**config.mk**
```make
export PLATFORM = sky130hd
export DESIGN_NAME = determinante_seq
export DESIGN_NICKNAME = d
export VERILOG_FILES = /design/src/rtl/determinante_pkg.sv /design/src/rtl/determinante_mac.sv /design/src/rtl/determinante_seq.sv
export SDC_FILE = /design/constraint.sdc
export NUM_CORES = 1
export LEC_CHECK = 0
export BUFFER_PORTS_ARGS = -buffer_cell sky130_fd_sc_hd__buf_2
export CELL_PAD_IN_SITES_DETAIL_PLACEMENT = 1
export CELL_PAD_IN_SITES_GLOBAL_PLACEMENT = 2
export CORE_ASPECT_RATIO = 1.4
export CORE_MARGIN = 1
export CORE_UTILIZATION = 38
export CTS_CLUSTER_DIAMETER = 30
export DETAILED_ROUTE_END_ITERATION = 8
export GPL_ROUTABILITY_DRIVEN = 0
export GPL_TIMING_DRIVEN = 0
export PLACE_DENSITY = 0.8
export SYNTH_ARGS = -nofsm -noshare
export SYNTH_HDL_FRONTEND = slang
export SYNTH_HIERARCHICAL = 1
export SYNTH_SLANG_ARGS = --single-unit
```
**constraint.sdc**
```tcl
create_clock -name clk -period 11.9 [get_ports clk]
set_clock_uncertainty 0.1 [all_clocks]
set_input_delay 2.38 -clock clk [delete_from_list [all_inputs] [get_ports clk]]
set_output_delay 2.38 -clock clk [all_outputs]
set_load 0.02 [all_outputs]
```
**src/rtl/determinante_pkg.sv**
```systemverilog
// Shared types and constants for the sequential determinant block.
//   state_t     : controller states (IDLE, CALC, FIM)
//   op_t        : per-step opcode driven into determinante_mac
//   step_t      : decoded step (opcode plus operand selects)
//   step_decode : maps (mode, step index) to the operation for that CALC cycle
package determinante_pkg;

    typedef enum logic [1:0] {IDLE, CALC, FIM} state_t;

    localparam logic TAM_2X2 = 1'b0;
    localparam logic TAM_3X3 = 1'b1;

    localparam logic [3:0] N_2X2 = 4'd2;
    localparam logic [3:0] N_3X3 = 4'd9;

    // Element indices into the row-major matrix a..i.
    localparam logic [3:0] EL_A = 4'd0;
    localparam logic [3:0] EL_B = 4'd1;
    localparam logic [3:0] EL_C = 4'd2;
    localparam logic [3:0] EL_D = 4'd3;
    localparam logic [3:0] EL_E = 4'd4;
    localparam logic [3:0] EL_F = 4'd5;
    localparam logic [3:0] EL_G = 4'd6;
    localparam logic [3:0] EL_H = 4'd7;
    localparam logic [3:0] EL_I = 4'd8;

    typedef enum logic [2:0] {
        OP_NOP,
        OP_M_LOAD,
        OP_M_SUB,
        OP_ACC_LOAD,
        OP_ACC_ADD,
        OP_ACC_SUB
    } op_t;

    // use_m selects the minor register m as the second multiplier operand
    // instead of element y_sel.
    typedef struct packed {
        op_t        op;
        logic [3:0] x_sel;
        logic [3:0] y_sel;
        logic       use_m;
    } step_t;

    function automatic step_t mk_step(input op_t op, input logic [3:0] x_sel,
                                      input logic [3:0] y_sel, input logic use_m);
        step_t s;
        s.op    = op;
        s.x_sel = x_sel;
        s.y_sel = y_sel;
        s.use_m = use_m;
        return s;
    endfunction

    // 3x3 is a cofactor expansion along the first row: each 2x2 minor is built
    // in m over two cycles, then folded into acc by the matching row-0 element.
    function automatic step_t step_decode(input logic tamanho, input logic [3:0] step);
        step_t s;
        s = mk_step(OP_NOP, EL_A, EL_A, 1'b0);
        if (tamanho == TAM_2X2) begin
            case (step)
                4'd0:    s = mk_step(OP_ACC_LOAD, EL_A, EL_E, 1'b0);
                4'd1:    s = mk_step(OP_ACC_SUB,  EL_B, EL_D, 1'b0);
                default: s = mk_step(OP_NOP,      EL_A, EL_A, 1'b0);
            endcase
        end else begin
            case (step)
                4'd0:    s = mk_step(OP_M_LOAD,   EL_E, EL_I, 1'b0);
                4'd1:    s = mk_step(OP_M_SUB,    EL_F, EL_H, 1'b0);
                4'd2:    s = mk_step(OP_ACC_LOAD, EL_A, EL_A, 1'b1);
                4'd3:    s = mk_step(OP_M_LOAD,   EL_D, EL_I, 1'b0);
                4'd4:    s = mk_step(OP_M_SUB,    EL_F, EL_G, 1'b0);
                4'd5:    s = mk_step(OP_ACC_SUB,  EL_B, EL_A, 1'b1);
                4'd6:    s = mk_step(OP_M_LOAD,   EL_D, EL_H, 1'b0);
                4'd7:    s = mk_step(OP_M_SUB,    EL_E, EL_G, 1'b0);
                4'd8:    s = mk_step(OP_ACC_ADD,  EL_C, EL_A, 1'b1);
                default: s = mk_step(OP_NOP,      EL_A, EL_A, 1'b0);
            endcase
        end
        return s;
    endfunction

endpackage

```
**src/rtl/determinante_mac.sv**
```systemverilog
// Single signed multiplier with load/add/subtract into the accumulator or
// the minor register m.
//   clk, reset : clock and synchronous active-high reset (clears acc and m)
//   op         : operation for this cycle (OP_NOP holds both registers)
//   x          : first multiplier operand (matrix element)
//   y_elem     : second operand when use_m = 0 (matrix element)
//   use_m      : take the second operand from m
//   acc_next   : accumulator value after this cycle's operation
module determinante_mac
    import determinante_pkg::*;
#(
    parameter int DATA_W = 8,
    parameter int ACC_W  = 3 * DATA_W + 2
) (
    input  logic                     clk,
    input  logic                     reset,
    input  op_t                      op,
    input  logic signed [DATA_W-1:0] x,
    input  logic signed [DATA_W-1:0] y_elem,
    input  logic                     use_m,
    output logic signed [ACC_W-1:0]  acc_next
);

    localparam int M_W = 2 * DATA_W + 1;
    localparam int P_W = 3 * DATA_W + 1;

    logic signed [M_W-1:0]   m_q, m_d, y_op;
    logic signed [P_W-1:0]   x_ext, y_ext, prod;
    logic signed [ACC_W-1:0] acc_q, acc_d, prod_ext;

    always_comb begin
        y_op     = use_m ? m_q : {{(M_W - DATA_W){y_elem[DATA_W-1]}}, y_elem};
        x_ext    = {{(P_W - DATA_W){x[DATA_W-1]}}, x};
        y_ext    = {{(P_W - M_W){y_op[M_W-1]}}, y_op};
        prod     = x_ext * y_ext;
        prod_ext = {{(ACC_W - P_W){prod[P_W-1]}}, prod};
    end

    // m only ever takes element*element products, which fit in 2*DATA_W bits,
    // so the low M_W bits of prod are exact and the difference never wraps.
    always_comb begin
        m_d   = m_q;
        acc_d = acc_q;
        unique case (op)
            OP_M_LOAD:   m_d   = prod[M_W-1:0];
            OP_M_SUB:    m_d   = m_q - prod[M_W-1:0];
            OP_ACC_LOAD: acc_d = prod_ext;
            OP_ACC_ADD:  acc_d = acc_q + prod_ext;
            OP_ACC_SUB:  acc_d = acc_q - prod_ext;
            default:     ;
        endcase
    end

    assign acc_next = acc_d;

    always_ff @(posedge clk) begin
        if (reset) begin
            m_q   <= '0;
            acc_q <= '0;
        end else begin
            m_q   <= m_d;
            acc_q <= acc_d;
        end
    end

endmodule

```
**src/rtl/determinante_seq.sv**
```systemverilog
// Sequential 2x2 / 3x3 signed determinant using one shared multiplier.
//   clk, reset    : clock and synchronous active-high reset
//   start         : request a computation (accepted in IDLE or FIM)
//   tamanho       : 0 = 2x2, 1 = 3x3, latched with start
//   matriz        : row-major a..i, a in the MSBs, latched with start
//   det           : result truncated to DATA_W bits
//   det_completo  : full-precision result
//   overflow_flag : det_completo does not fit in DATA_W signed bits
//   busy          : computation in progress (state CALC)
//   done          : one-cycle pulse in FIM; results valid from here on
module determinante_seq
    import determinante_pkg::*;
#(
    parameter int DATA_W = 8,
    parameter int ACC_W  = 3 * DATA_W + 2
) (
    input  logic                     clk,
    input  logic                     reset,
    input  logic                     start,
    input  logic                     tamanho,
    input  logic [9*DATA_W-1:0]      matriz,
    output logic signed [DATA_W-1:0] det,
    output logic signed [ACC_W-1:0]  det_completo,
    output logic                     overflow_flag,
    output logic                     busy,
    output logic                     done
);

    if (ACC_W < 3 * DATA_W + 2) begin : g_acc_w_check
        $error("ACC_W must be at least 3*DATA_W+2");
    end

    state_t                state_q;
    logic [3:0]            step_q;
    logic                  tam_q;
    logic [9*DATA_W-1:0]   matriz_q;

    logic signed [DATA_W-1:0] elem [9];
    step_t                    cur;
    op_t                      mac_op;
    logic signed [ACC_W-1:0]  acc_next;
    logic                     last_step;
    logic                     ovf_next;

    always_comb begin
        for (int k = 0; k < 9; k++) begin
            elem[k] = matriz_q[(8 - k) * DATA_W +: DATA_W];
        end
    end

    always_comb begin
        cur       = step_decode(tam_q, step_q);
        mac_op    = (state_q == CALC) ? cur.op : OP_NOP;
        last_step = (step_q == ((tam_q == TAM_3X3) ? N_3X3 - 4'd1 : N_2X2 - 4'd1));
        // Out of range iff the upper bits are not a sign extension of bit DATA_W-1.
        ovf_next  = (acc_next != {{(ACC_W - DATA_W){acc_next[DATA_W-1]}},
                                  acc_next[DATA_W-1:0]});
    end

    determinante_mac #(
        .DATA_W (DATA_W),
        .ACC_W  (ACC_W)
    ) u_mac (
        .clk      (clk),
        .reset    (reset),
        .op       (mac_op),
        .x        (elem[cur.x_sel]),
        .y_elem   (elem[cur.y_sel]),
        .use_m    (cur.use_m),
        .acc_next (acc_next)
    );

    always_ff @(posedge clk) begin
        if (reset) begin
            state_q       <= IDLE;
            step_q        <= '0;
            tam_q         <= TAM_2X2;
            matriz_q      <= '0;
            det           <= '0;
            det_completo  <= '0;
            overflow_flag <= 1'b0;
            busy          <= 1'b0;
            done          <= 1'b0;
        end else begin
            unique case (state_q)
                CALC: begin
                    if (last_step) begin
                        state_q       <= FIM;
                        busy          <= 1'b0;
                        done          <= 1'b1;
                        det           <= acc_next[DATA_W-1:0];
                        det_completo  <= acc_next;
                        overflow_flag <= ovf_next;
                    end else begin
                        step_q <= step_q + 4'd1;
                    end
                end
                default: begin
                    // IDLE and FIM both accept start; results are left untouched.
                    if (start) begin
                        state_q  <= CALC;
                        step_q   <= '0;
                        tam_q    <= tamanho;
                        matriz_q <= matriz;
                        busy     <= 1'b1;
                        done     <= 1'b0;
                    end else begin
                        state_q <= IDLE;
                        busy    <= 1'b0;
                        done    <= 1'b0;
                    end
                end
            endcase
        end
    end

endmodule

```
=== Yosys cells after proc, flatten, opt, wreduce, memory -nomap -nowiden ===
Memories as Yosys holds them, arrays and structs flattened. A register that Yosys moved wholly into a read port is not among the register bits.
Index checks and enable logic that the tools add are counted.

* Logic and storage cells: 64
* Bits in registers: 159
* Memories: 1
* Output and inout port bits: 37
* Bits of input ports: 76
* ROM bits: 176

{| class="wikitable"
|+ Memories
! name !! words !! bits a word !! rd ports !! clocked after Yosys merged registers in !! wr ports !! line !! source
|-
| (name not given) || 16 || 11 || 1 || 1 || 0 || determinante_pkg.sv:67 || <nowiki>case (step)</nowiki>
|}

* Add/sub/neg operators: 4
* Multipliers: 1
* Bitwise logic cells: 3
* Multiplexer cells: 24
* Eq/ne operators: 11
* Reduce and logical (&&, ||, !) cells: 7
* Magnitude comparators: 2

{| class="wikitable"
|+ Operators by type and width
! cell !! count
|-
| one-hot mux 26 bit (3 select lines) || 1
|-
| binary-select mux 8 bit (select 4 bit) || 2
|-
| one-hot mux 17 bit (2 select lines) || 1
|-
| two-way mux 8 bit || 4
|-
| adder 26 x 25 -> 26 bit || 1
|-
| subtractor 26 x 25 -> 26 bit || 1
|-
| multiplier 8 x 17 -> 25 bit || 1
|-
| two-way mux 4 bit || 6
|-
| one-hot mux 12 bit (2 select lines) || 1
|-
| inequality test 18 bit || 1
|-
| two-way mux 17 bit || 1
|-
| subtractor 17 bit || 1
|-
| two-way mux 12 bit || 1
|-
| >= comparator 5 bit (second input constant) || 2
|-
| inverter 4 -> 5 bit || 2
|-
| == test 3 x 2 -> 1 bit (second input constant) || 2
|-
| == test 3 bit (second input constant) || 2
|-
| AND reduction 2 bit || 3
|-
| adder 4 x 1 -> 4 bit (second input constant) || 1
|-
| == test 4 x 1 -> 1 bit (second input constant) || 1
|-
| == test 4 bit || 1
|-
| logical NOT 4 bit || 1
|-
| two-way mux 1 bit || 4
|-
| two-way mux 2 bit || 2
|-
| 7 further kinds || 9
|}

=== Longest topological paths before layout ===
Gate-level depths: netlist (run 1).

* Depth after elaboration: 12
* Depth in mapped cells: 46
* Mapped depth without buffers: 43

=== Modules after synthesis ===
Netlist (run 1), hierarchy kept.

{| class="wikitable"
|+ Modules (own cells, without submodules)
! module !! sequential area each (um^2) !! area each (um^2) !! times used !! cells each
|-
| determinante_mac || 860.8 || 9376.5 || 1 || 1150
|-
| determinante_seq || 2342.2 || 5527.8 || 1 || 660
|}

=== Worst setup path before layout (run 1) ===
OpenSTA, ideal clock, no wires.

* Kind: register to register
* Start: register step_q[3]
* End: register overflow_flag
* Period minus slack after synthesis: 9830 ps
* Slack: 2070 ps
* Cell stages (with the launch flop): 43
* Buffers on the path: 4
* Arrival time: 9599 ps
* Setup time: 131 ps
* Cells stage by stage: dfxtp_1 > buf_2 > nor3_4 > a22o_1 > buf_2 > buf_2 > mux2i_1 > o22ai_1 > or2_2 > nor2b_1 > clkbuf_1 > a21oi_1 > nand2b_1 > fa_1 > fa_1 > inv_1 > fa_1 > inv_1 > (+7 left out) > xor2_1 > nand3_1 > nor3_1 > nand3_1 > o21ai_0 > xnor2_1 > ha_1 > a21o_1 > a31o_2 > a21oi_1 > o31ai_1 > nand2_1 > mux2_1 > o31ai_2 > o21ai_1 > or3_1 > a2111oi_0 > nor3_1

* Longest elaborated chain between the ends: 12

{| class="wikitable"
|+ Ends and longest elaborated chain
! element !! line !! source
|-
| start, declared || determinante_seq.sv:34 || <nowiki>logic [3:0] step_q;</nowiki>
|-
| start signal, assigned || determinante_seq.sv:95 || <nowiki>step_q <= step_q + 4'd1;</nowiki>
|-
| == test 4 x 1 -> 1 bit / logical NOT 4 bit (equally long branches) || determinante_pkg.sv:61 || <nowiki>case (step)</nowiki>
|-
| one-hot mux 12 bit (2 select lines) (*) || determinante_pkg.sv:61 ||
|-
| two-way mux 12 bit (*) || determinante_pkg.sv:60 || <nowiki>if (tamanho == TAM_2X2) begin</nowiki>
|-
| inverter 4 -> 5 bit (not written as such) || determinante_seq.sv:68 || <nowiki>.y_elem (elem[cur.y_sel]),</nowiki>
|-
| binary-select mux 8 bit (select 4 bit) || determinante_seq.sv:68 ||
|-
| two-way mux 8 bit (not written as such) (2 in a row) || determinante_seq.sv:68 ||
|-
| two-way mux 17 bit || determinante_mac.sv:32 || <nowiki>y_op = use_m ? m_q : {{(M_W - DATA_W){y_elem[DATA_W-1]}}, y_elem};</nowiki>
|-
| multiplier 8 x 17 -> 25 bit || determinante_mac.sv:35 || <nowiki>prod = x_ext * y_ext;</nowiki>
|-
| subtractor 26 x 25 -> 26 bit / adder 26 x 25 -> 26 bit (equally long branches) || determinante_mac.sv:49, determinante_mac.sv:48 ||
|-
| one-hot mux 26 bit (3 select lines) (*) || determinante_mac.sv:44 || <nowiki>unique case (op)</nowiki>
|-
| via acc_next[25] || determinante_seq.sv:41 || <nowiki>logic signed [ACC_W-1:0] acc_next;</nowiki>
|-
| inequality test 18 bit (*) || determinante_seq.sv:56 || <nowiki>ovf_next = (acc_next != {{(ACC_W - DATA_W){acc_next[DATA_W-1]}},</nowiki>
|-
| end signal, assigned || determinante_seq.sv:93 || <nowiki>overflow_flag <= ovf_next;</nowiki>
|-
| end, declared || determinante_seq.sv:24 || <nowiki>output logic overflow_flag,</nowiki>
|}

Mark *: on every way through the listed nets, which the timed path passes. The rest lies on a longest branch. The select of a mux whose other input is x is not followed.
A chain may end at the register's enable or synchronous reset.

=== Worst setup path after layout (run 1) ===
* Start: register step_q[0]
* End: register overflow_flag

The elaborated chain is that of the path after synthesis.

==> results of run 1 <==
## flip-flops by register name (all words and copies together) (netlist names), named ones only
name	count
u_mac/acc_q	26
det_completo	19
det	7
overflow_flag	1
state_q	2
step_q	4
done	1
u_mac/m_q	17
tam_q	1
elem	72
## critical path: cells and delay by family, from the launching register on
family	cells	cell delay [ps]
buf+inv	5	1040
simple gates	9	1730
xor+xnor	2	860
mux	2	590
compound gates	13	3240
flops	1	510
fa+ha+maj	7	3130
## cell type report
| cell class | count | area share |
|---|---|---|
| Multi-Input combinational cell | 1372 | 0.6351 |
| Timing Repair Buffer | 116 | 0.03577 |
| Inverter | 191 | 0.04235 |
| Sequential cell | 160 | 0.1892 |
| Tap cell | 522 | 0.03858 |
| Clock buffer | 20 | 0.02638 |
| Clock inverter | 12 | 0.009238 |
| Buffer | 87 | 0.02335 |
## cells by family after synthesis
| family | Yosys count | synth area share |
|---|---|---|
| AOI/OAI and AO/OA | 379 | 0.1645 |
| xor gates and xnor gates | 82 | 0.04819 |
| adders and majority gates | 208 | 0.2305 |
| buffers and inverters | 278 | 0.07455 |
| DFF | 160 | 0.2149 |
| muxes | 60 | 0.05675 |
| and+or+nand+nor | 643 | 0.2105 |
## routing by layer
metal / GRT usage / wire (um) / vias up
li1: - / - / 6350
met1: 0.2776 / 19480 / 6597
met2: 0.5026 / 26960 / 215
met3: 0.02919 / 1198 / 68
met4: 0.08545 / 1439 / 0
met5: 0 / 0 / -
## Yosys cell counts (all sizes together) (11+ instances only)
cell type and n:
clkbuf 62, o22ai 21, nor2b 116, a22oi 17
inv 191, or2 14, and2 37, a21oi 157
o221ai 11, nand2b 21, nor3 26, dfxtp 160
xnor2 55, xor2 27, ha 97, mux4 16
mux2 11, nand3 17, and3 11, nand2 282
a21o 23, a211oi 15, o21ai 41, buf 25
a31oi 17, nor2 83, mux2i 33, fa 111
## what timing repair did
action	CTS	global route
endpoints found under the setup margin	1	1
pin swaps	0	1
resized for setup	14	20
buffers inserted	0	5
## path summary, 6_finish.rpt
check / slack, ps / end / start
hold / removal: 350 / det_completo[11] / det_completo[11]
hold reg to reg: 350 / det_completo[11] / det_completo[11]
setup / recovery: 510 / overflow_flag / step_q[0]
setup reg to reg: 510 / overflow_flag / step_q[0]
## stage by stage
stage               hold WS [ps]  setup WS (ps)  TNS, ps  utilization  total power [mW]
finish                     353.6          507.0        0       0.4385             2.533
global route               378.0         -25.70   -25.70       0.4385             2.723
CTS                        357.2          31.77        0       0.4349             2.534
detailed placement         348.5         -701.9   -701.9       0.4174             1.931
global placement           344.5         -558.8   -558.8       0.4174             1.907
floorplan                  331.5           2070        0            -             1.594
## power groups by stage
stage	Combinational [mW]	Clock [mW]	Sequential, mW
2_1_floorplan	0.983	0	0.612
5_1_grt	1.49	0.613	0.623
3_5_place_dp	1.30	0	0.628
4_1_cts	1.32	0.596	0.617
6_report	1.33	0.584	0.619
3_3_place_gp	1.28	0	0.626
==> reports/summary.txt, run 1 <==
drt via density: 5.335
detailed placement HPWL: 40.47 mm
antenna fix cells: 0
synth warn: 6
DRC marker count from the first detailed-route iteration: 529
Clock Latency Late Sink: 450 ps
clk sink count: 160
critical path fanouts, max: 10
Slew Limit Fails: 0
Layout area overhead: 13.59%
Min-Delay Path Depth: 2
# H-tree levels: 4
register area: 3203 um^2
synth unique cells: 88
register area share after synthesis: 0.2149
vias in the first global route: 14478
Hold WC Path Type: reg -> reg
Routed WL: 49.08 mm
GRT Overall Usage: 0.2560
post-route DRC violation count: 0
FF-to-FF path depth: 38
share of layout cells above drive strength 1: 0.1251
DIE WIDTH: 169.4 um
CTS root buf: clkbuf_16
fin crit share: 0.9574
Placed Instance Area: 16110 um^2
first-pass GRT wire length: 78.88 mm
Pint: 1.445 mW
Clock Power Share: 0.231
CTS Buf Count: 17
Synth Cell Area: 14900 um^2
Max Cap Viol: 0
Wirelength per Cell: 19.79 um
WP data required: 12110 ps
# hold bufs at CTS: 0
Comb power frac: 0.525
clk buf depth: 2
CP max-delay cell: xor2_1
fillers: 4737
largest net degree at the start of global routing: 17
most frequent CP cell: fa_1
Sequential Power Share: 0.244
Reg clk slew, reported paths: 70 ps
P_sw: 1.088 mW
Final min period: 11390 ps
#FFs+latches synth: 160
Setup Crit Path Kind: reg -> reg
Critical Path Max Stage Delay: 580 ps
Post-Syn Area per Cell: 8.234 um^2
Final #Nets: 2229
normalized max-slew margin: 0.2663
Sw Ratio: 0.4296
total number of vias: 13230
drt pass-1 iters: 5
CTS tree: built
status: completed
Worst Path Arrival: 11600 ps
Max Clk Rate: 87.77 MHz
global route overflow: 0
PD cells: 149.6 nW/um^2
CP Launch Type: flip-flop
fin area: 16930 um^2
Cell Count, Final, Fillers Out: 2480
die area: 40030 um^2
Placed Instances: 2443
Final setup viols: 0
die span in y: 236.3 um
Gate Count Post-Synth: 1810
Post-synth ARST share: 0
Core Region: 38610 um^2
Setup crit end kind: flip-flop
area of the multi-input gates: 10750 um^2
Synth area leaders: dfxtp_1, fa_1, ha_1, nand2_1, a21oi_1
Leakage Power: 7.309 nW
dominant synthesized flop cell: dfxtp_1
syn_nets: 2094
most frequent cells in the layout: nand2_1, inv_1, dfxtp_1, a21oi_1, buf_2
Port Buffers: 111
top cell type's share of synthesized area: 0.2149
Final Hold Viols: 0
Peak VDD IR: 0.0001200 V
EDFF count, synth: 0
DRT antenna net count: 0
Top Ports: 113
initial core utilization: 0.3861
Slew @ Worst Pin: 1089 ps
number of cell rows: 85
leading area contributor after synthesis: dfxtp_1
most common cell after layout, fill and taps aside: nand2_1
antenna violations before repair: 0
Power figures use the tool's default switching activity.
==> run 2: changes to the inputs <==
Settings changed: CORE_UTILIZATION 38 to 40, PLACE_DENSITY 0.8 to 0.95, SYNTH_HIERARCHICAL 1 to not set.
Clock period 11.9 ns to 14.3 ns, I/O delays scaled along.
==> reports/summary.txt, run 2 <==
largest net degree at the start of global routing: 17 (unchanged)
die span in y: 230.0 um (-2.7%)
max reg flops: 72 (unchanged)
CP max-delay cell: a222oi_1
clk buf depth: 2 (unchanged)
simple-gate portion of the synthesized area: 0.2254 (+0.01489)
antenna violations before repair: 1 (+1)
synth unique cells: 84 (-4.5%)
fillers: 4622 (-2.4%)
Post-Synth XOR/XNOR Area: 0.04303 (-0.005155)
setup_tns: 0 ps (unchanged)
Critical Path Max Stage Delay: 760 ps (+180 ps)
leading area contributor after synthesis: dfxtp_1
most common cell after layout, fill and taps aside: nand2_1
EDFF count, synth: 0 (unchanged)
Port Buffers: 111 (unchanged)
fin crit share: 0.9213 (-0.03609)
Reg clk slew, reported paths: 70 ps (about the same)
dominant synthesized flop cell: dfxtp_1
critical path fanouts, max: 10 (unchanged)
Comb power frac: 0.647 (+0.122)
die area: 37930 um^2 (-5.2%)
Sw Ratio: 0.4908 (+0.06118)
Slew Limit Fails: 0 (unchanged)
reg2reg start: step_q[1]
unrepaired setup endpoints after global routing: no
# H-tree levels: 4 (unchanged)
Final setup viols: 0 (unchanged)
PD cells: 173.0 nW/um^2 (+16%)
total number of vias: 14304 (+8.1%)
most frequent cells in the layout: nand2_1, nor2_1, inv_1, dfxtp_1, a21oi_1
Hold WC Path Type: reg -> reg
top cell type's share of synthesized area: 0.2156 (+0.0006696)
CTS resizes: 0 (-14)
multiplexer share of the synthesized area: 0.02198 (-0.03477)
FF-to-FF path depth: 38 (unchanged)
WP data required: 14540 ps (+2430 ps)
DRC marker count from the first detailed-route iteration: 695 (+31%)
Clock Latency Late Sink: 460 ps (about the same)
share of layout cells above drive strength 1: 0.1154 (-0.009724)
Core Region: 36660 um^2 (-5.0%)
Max Cap Viol: 0 (unchanged)
Final Hold Viols: 0 (unchanged)
number of cell rows: 83 (-2.4%)
DIE WIDTH: 164.9 um (-2.7%)
adder-cell share of the synthesized area: 0.2326 (+0.002066)
register area share after synthesis: 0.2156 (+0.0006696)
vias in the first global route: 15547 (+7.4%)
antenna fix cells: 0 (unchanged)
Leakage Power: 7.208 nW (-1.4%)
Gate Count Post-Synth: 1902 (+5.1%)
P_sw: 1.412 mW (+30%)
initial core utilization: 0.4053 (+0.01924)
Final #Nets: 2317 (+3.9%)
Layout area overhead: 11.97%
most frequent CP cell: inv_1
Post-synth ARST share: 0 (unchanged)
total power: 2.878 mW (+14%)
Worst Path Arrival: 13420 ps (+1820 ps)
Final min period: 13170 ps (+1782 ps)
Setup crit end kind: flip-flop
Routed WL: 50.56 mm (+3.0%)
clk sink count: 160 (unchanged)
Setup Crit Path Kind: reg -> reg
#FFs+latches synth: 160 (unchanged)
Synth area leaders: dfxtp_1, fa_1, ha_1, nand2_1, a21oi_1
Max Clk Rate: 75.90 MHz (-14%)
Critical path origin: step_q[1]
Synth Area in Compound Gates: 0.1864 (+0.02182)
Wirelength per Cell: 20.13 um (+1.7%)
Reg2Reg Setup Slack: 1130 ps (+620 ps)
post-route DRC violation count: 0 (unchanged)
CTS tree: built
detailed placement HPWL: 41.15 mm (+1.7%)
first-pass GRT wire length: 81.35 mm (+3.1%)
Top Ports: 113 (unchanged)
CP Launch Type: flip-flop
global route overflow: 0 (unchanged)
drt pass-1 iters: 5 (unchanged)
Synth Cell Area: 14860 um^2 (-0.31%)
Clock Power Share: 0.174 (-0.057)
Pint: 1.465 mW (+1.4%)
CTS root buf: clkbuf_16
largest family of logic cells by synthesized area: adder cells
Sequential Power Share: 0.179 (-0.065)
drt via density: 5.694 (+6.7%)
syn_nets: 2187 (+4.4%)
Slew @ Worst Pin: 1158 ps (+69.36 ps)
GRT Overall Usage: 0.2783 (+0.02231)
status: completed
CP endpoint: overflow_flag
DRT antenna net count: 0 (unchanged)
# hold bufs at CTS: 0 (unchanged)
Peak VDD IR: 0.00009063 V (-24%)
Commonest cells post-synth: nand2_1, nor2_1, inv_1, dfxtp_1, a21oi_1
Post-Syn Area per Cell: 7.812 um^2 (-5.1%)
CTS Buf Count: 17 (unchanged)
setup bufs post-CTS: 0 (unchanged)
end of the worst register-to-register path: overflow_flag
synth warn: 0 (-6)
normalized max-slew margin: 0.2155 (-0.05077)
count leader, synth: nand2_1
-- run 2: cell types whose count changed after synthesis, sizes merged, moves of 19 or more --
cell / before / now
nand3: 17 / 37
a221oi: 3 / 22
o21ai: 41 / 66
mux2i: 33 / 9
nand2: 282 / 302
a211oi: 15 / 37
nor2: 83 / 197
or2: 14 / 45
nor2b: 116 / 14
-- run 2: layer usage --
layer / GRT usage / share of wire / wire, um
met5: 0 / 0 / 0
met4: 0.1522 / 0.052 / 2642
met3: 0.03229 / 0.032 / 1635
met2: 0.5255 / 0.55 / 27560
met1: 0.2929 / 0.37 / 18720
-- run 2: cell type report --
class,count,area (um^2),area share
Clock inverter,13,173.9,0.01045
Inverter,191,716.9,0.04310
Tap cell,467,584.3,0.03512
Multi-Input combinational cell,1457,10550,0.6343
Clock buffer,19,452.9,0.02723
Buffer,94,397.9,0.02392
Timing Repair Buffer,111,555.5,0.03339
Sequential cell,160,3203,0.1925
-- run 2: worst min path at each step --
stage | start | to | slack [ps] | cells past startpoint
finish | elem[1] | elem[1] | 360 | 2
floorplan | elem[48] | elem[48] | 330 | 2
global placement | elem[3] | elem[3] | 350 | 2
CTS | elem[1] | elem[1] | 360 | 2
detailed placement | elem[1] | elem[1] | 350 | 2
global route | elem[5] | elem[5] | 390 | 2
-- run 2: cells by family after synthesis --
logic type / count (synthesis)
simple gates: 732
mux: 20
flops: 160
fa+ha+maj: 209
xor+xnor: 73
buf+inv: 285
compound gates: 423
-- run 2: worst max-delay path, delay by kind of cell (launching register included) --
family / cells / cell delay [ps]
adders and majority gates: 7 / 3070
muxes: 2 / 1350
DFF: 1 / 450
buffers and inverters: 7 / 1460
AOI/OAI and AO/OA: 9 / 3450
and+or+nand+nor: 11 / 2830
xor gates and xnor gates: 2 / 370
-- run 2: power by group through the flow --
stage	clock network [mW]	logic, mW	registers [mW]
after floorplan	0	1.37	0.516
after global placement	0	1.77	0.522
after detailed placement	0	1.84	0.524
after CTS	0.503	1.86	0.514
after global routing	0.521	2.06	0.519
final	0.500	1.86	0.515
-- run 2: metrics by stage --
| step | util | std cells | hold slack [ps] | worst slack (ps) | cell area, um^2 |
|---|---|---|---|---|---|
| after detailed placement | 0.4366 | 2480 | 352.2 | 1277 | 16000 |
| after floorplan | - | 1902 | 333.8 | 3683 | 14860 |
| after global routing | 0.4538 | 2512 | 388.9 | 500.6 | 16640 |
| after CTS | 0.4537 | 2512 | 362.5 | 1205 | 16630 |
| after global placement | 0.4364 | 2480 | 346.4 | 1426 | 16000 |
| final | 0.4538 | 2512 | 358.8 | 1125 | 16640 |
==> run 3: changes to the inputs <==
Settings changed: CORE_ASPECT_RATIO 1.4 to not set, SLEW_MARGIN set to 20.
==> reports/summary.txt, run 3 (synthesis results as in run 2) <==
status: completed
vias in the first global route: 15254 (-1.9%)
antenna violations before repair: 0 (-1)
Layout area overhead: 11.77%
Final min period: 13260 ps (+89.32 ps)
share of layout cells above drive strength 1: 0.1159 (+0.0004890)
CP Launch Type: flip-flop
total number of vias: 14221 (-0.58%)
setup_tns: 0 ps (unchanged)
largest net degree at the start of global routing: 17 (unchanged)
fillers: 4587 (-0.76%)
Worst Path Arrival: 13490 ps (+70 ps)
Slew @ Worst Pin: 1076 ps (-82.42 ps)
met3 GRT Util: 0.03280 (+0.0005083)
Hold WC Path Type: reg -> reg
most frequent CP cell: inv_1
CTS tree: built
WP data required: 14520 ps (-20 ps)
Setup Crit Path Kind: reg -> reg
initial core utilization: 0.4058 (+0.0005402)
Placed Instance Area: 16020 um^2 (+0.12%)
CTS Buf Count: 17 (unchanged)
clk sink count: 160 (unchanged)
Critical Path Max Stage Delay: 830 ps (+70 ps)
Final #Nets: 2318 (+0.043%)
number of cell rows: 70 (-16%)
critical path fanouts, max: 10 (unchanged)
unrepaired setup endpoints after global routing: no
Clock Latency Late Sink: 450 ps (about the same)
PD cells: 171.9 nW/um^2 (-0.63%)
max reg flops: 72 (unchanged)
Slew Limit Fails: 0 (unchanged)
first-pass GRT wire length: 79.97 mm (-1.7%)
Peak VDD IR: 0.0001014 V (+12%)
DIE WIDTH: 194.7 um (+18%)
Wirelength per Cell: 19.60 um (-2.6%)
most common cell after layout, fill and taps aside: nand2_1
Max Cap Viol: 0 (unchanged)
Most Used Layer, Global Route: met2
die span in y: 194.7 um (-15%)
drt pass-1 iters: 5 (unchanged)
Crit path max-delay family: compound AO/OA/AOI/OAI gates
M2 GR Usage: 0.4693 (-0.05620)
GRT Overall Usage: 0.2651 (-0.01317)
normalized max-slew margin: 0.2793 (+0.06381)
DRC marker count from the first detailed-route iteration: 731 (+5.2%)
detailed placement HPWL: 39.93 mm (-3.0%)
# H-tree levels: 4 (unchanged)
Reg clk slew, reported paths: 70 ps (about the same)
die area: 37920 um^2 (about the same)
Port Buffers: 111 (unchanged)
Routed WL: 49.25 mm (-2.6%)
WHS: 381.2 ps (+22.43 ps)
# hold bufs at CTS: 0 (unchanged)
utilization after layout: 0.4536 (about the same)
drt via density: 5.659 (-0.62%)
clk buf depth: 2 (unchanged)
global route overflow: 0 (unchanged)
Setup crit end kind: flip-flop
met1 Use GR: 0.3357 (+0.04277)
antenna fix cells: 0 (unchanged)
CP max-delay cell: a222oi_1
Max Clk Rate: 75.39 MHz (-0.67%)
Core Region: 36610 um^2 (-0.13%)
post-route DRC violation count: 0 (unchanged)
fin crit share: 0.9275 (+0.006246)
fin area: 16610 um^2 (-0.17%)
Final Hold Viols: 0 (unchanged)
Leakage Power: 7.195 nW (-0.18%)
setup bufs post-CTS: 0 (unchanged)
CTS resizes: 0 (unchanged)
Top Ports: 113 (unchanged)
Buffers & Inverters on Critical Path: 7 (unchanged)
CTS root buf: clkbuf_16
Final setup viols: 0 (unchanged)
most frequent cells in the layout: nand2_1, nor2_1, inv_1, dfxtp_1, a21oi_1
DRT antenna net count: 0 (unchanged)
## run 3: changes by cell type in the layout (fill, tap and decap cells not counted)
cell,before,now
bufinv_16,3,1
o311ai_1,1,0
inv_6,4,5
o311ai_2,0,1
clkbuf_8,2,3
clkinv_2,1,0
buf_2,117,118
## run 3: tightest hold or removal path: stages (launching register included)
cell and delay [ps]:
dfxtp_1 330, nand2_1 60, a21oi_1 50
## run 3: power breakdown
part / switching, mW / internal [mW]
Clock: 0.218 / 0.258
Sequential: 0.0327 / 0.483
Combinational: 1.17 / 0.697
## run 3: routing by layer
metal / wire length (um) / part of all wire / up-vias
met3: 1871 / 0.038 / 74
met2: 24530 / 0.50 / 308
met1: 21750 / 0.44 / 7149
li1: - / - / 6690
met4: 1103 / 0.022 / 0
met5: 0 / 0 / -
## run 3: final timing paths
| path | startpoint | depth (start not counted) | endpoint | slack [ps] |
|---|---|---|---|---|
| setup / recovery | step_q[1] | 38 | overflow_flag | 1040 |
| hold / removal | elem[66] | 2 | elem[66] | 380 |
| setup reg to reg | step_q[1] | 38 | overflow_flag | 1040 |
| hold reg to reg | elem[66] | 2 | elem[66] | 380 |
## run 3: area by class of cell
| cell class | count | area, um^2 | area share |
|---|---|---|---|
| Clock buffer | 20 | 466.7 | 0.02810 |
| Clock inverter | 11 | 117.6 | 0.007082 |
| Timing Repair Buffer | 112 | 560.5 | 0.03375 |
| Sequential cell | 160 | 3203 | 0.1929 |
| Buffer | 94 | 397.9 | 0.02396 |
| Inverter | 191 | 716.9 | 0.04317 |
| Multi-Input combinational cell | 1457 | 10560 | 0.6358 |
| Tap cell | 468 | 585.6 | 0.03526 |
## run 3: stage by stage
stage / power (mW) / std cells / worst slack, ps
CTS: 2.845 / 2513 / 1027
global placement: 2.286 / 2481 / 1360
detailed placement: 2.355 / 2482 / 1104
global route: 3.091 / 2513 / 235.0
floorplan: 1.881 / 1902 / 3683
finish: 2.855 / 2513 / 1036
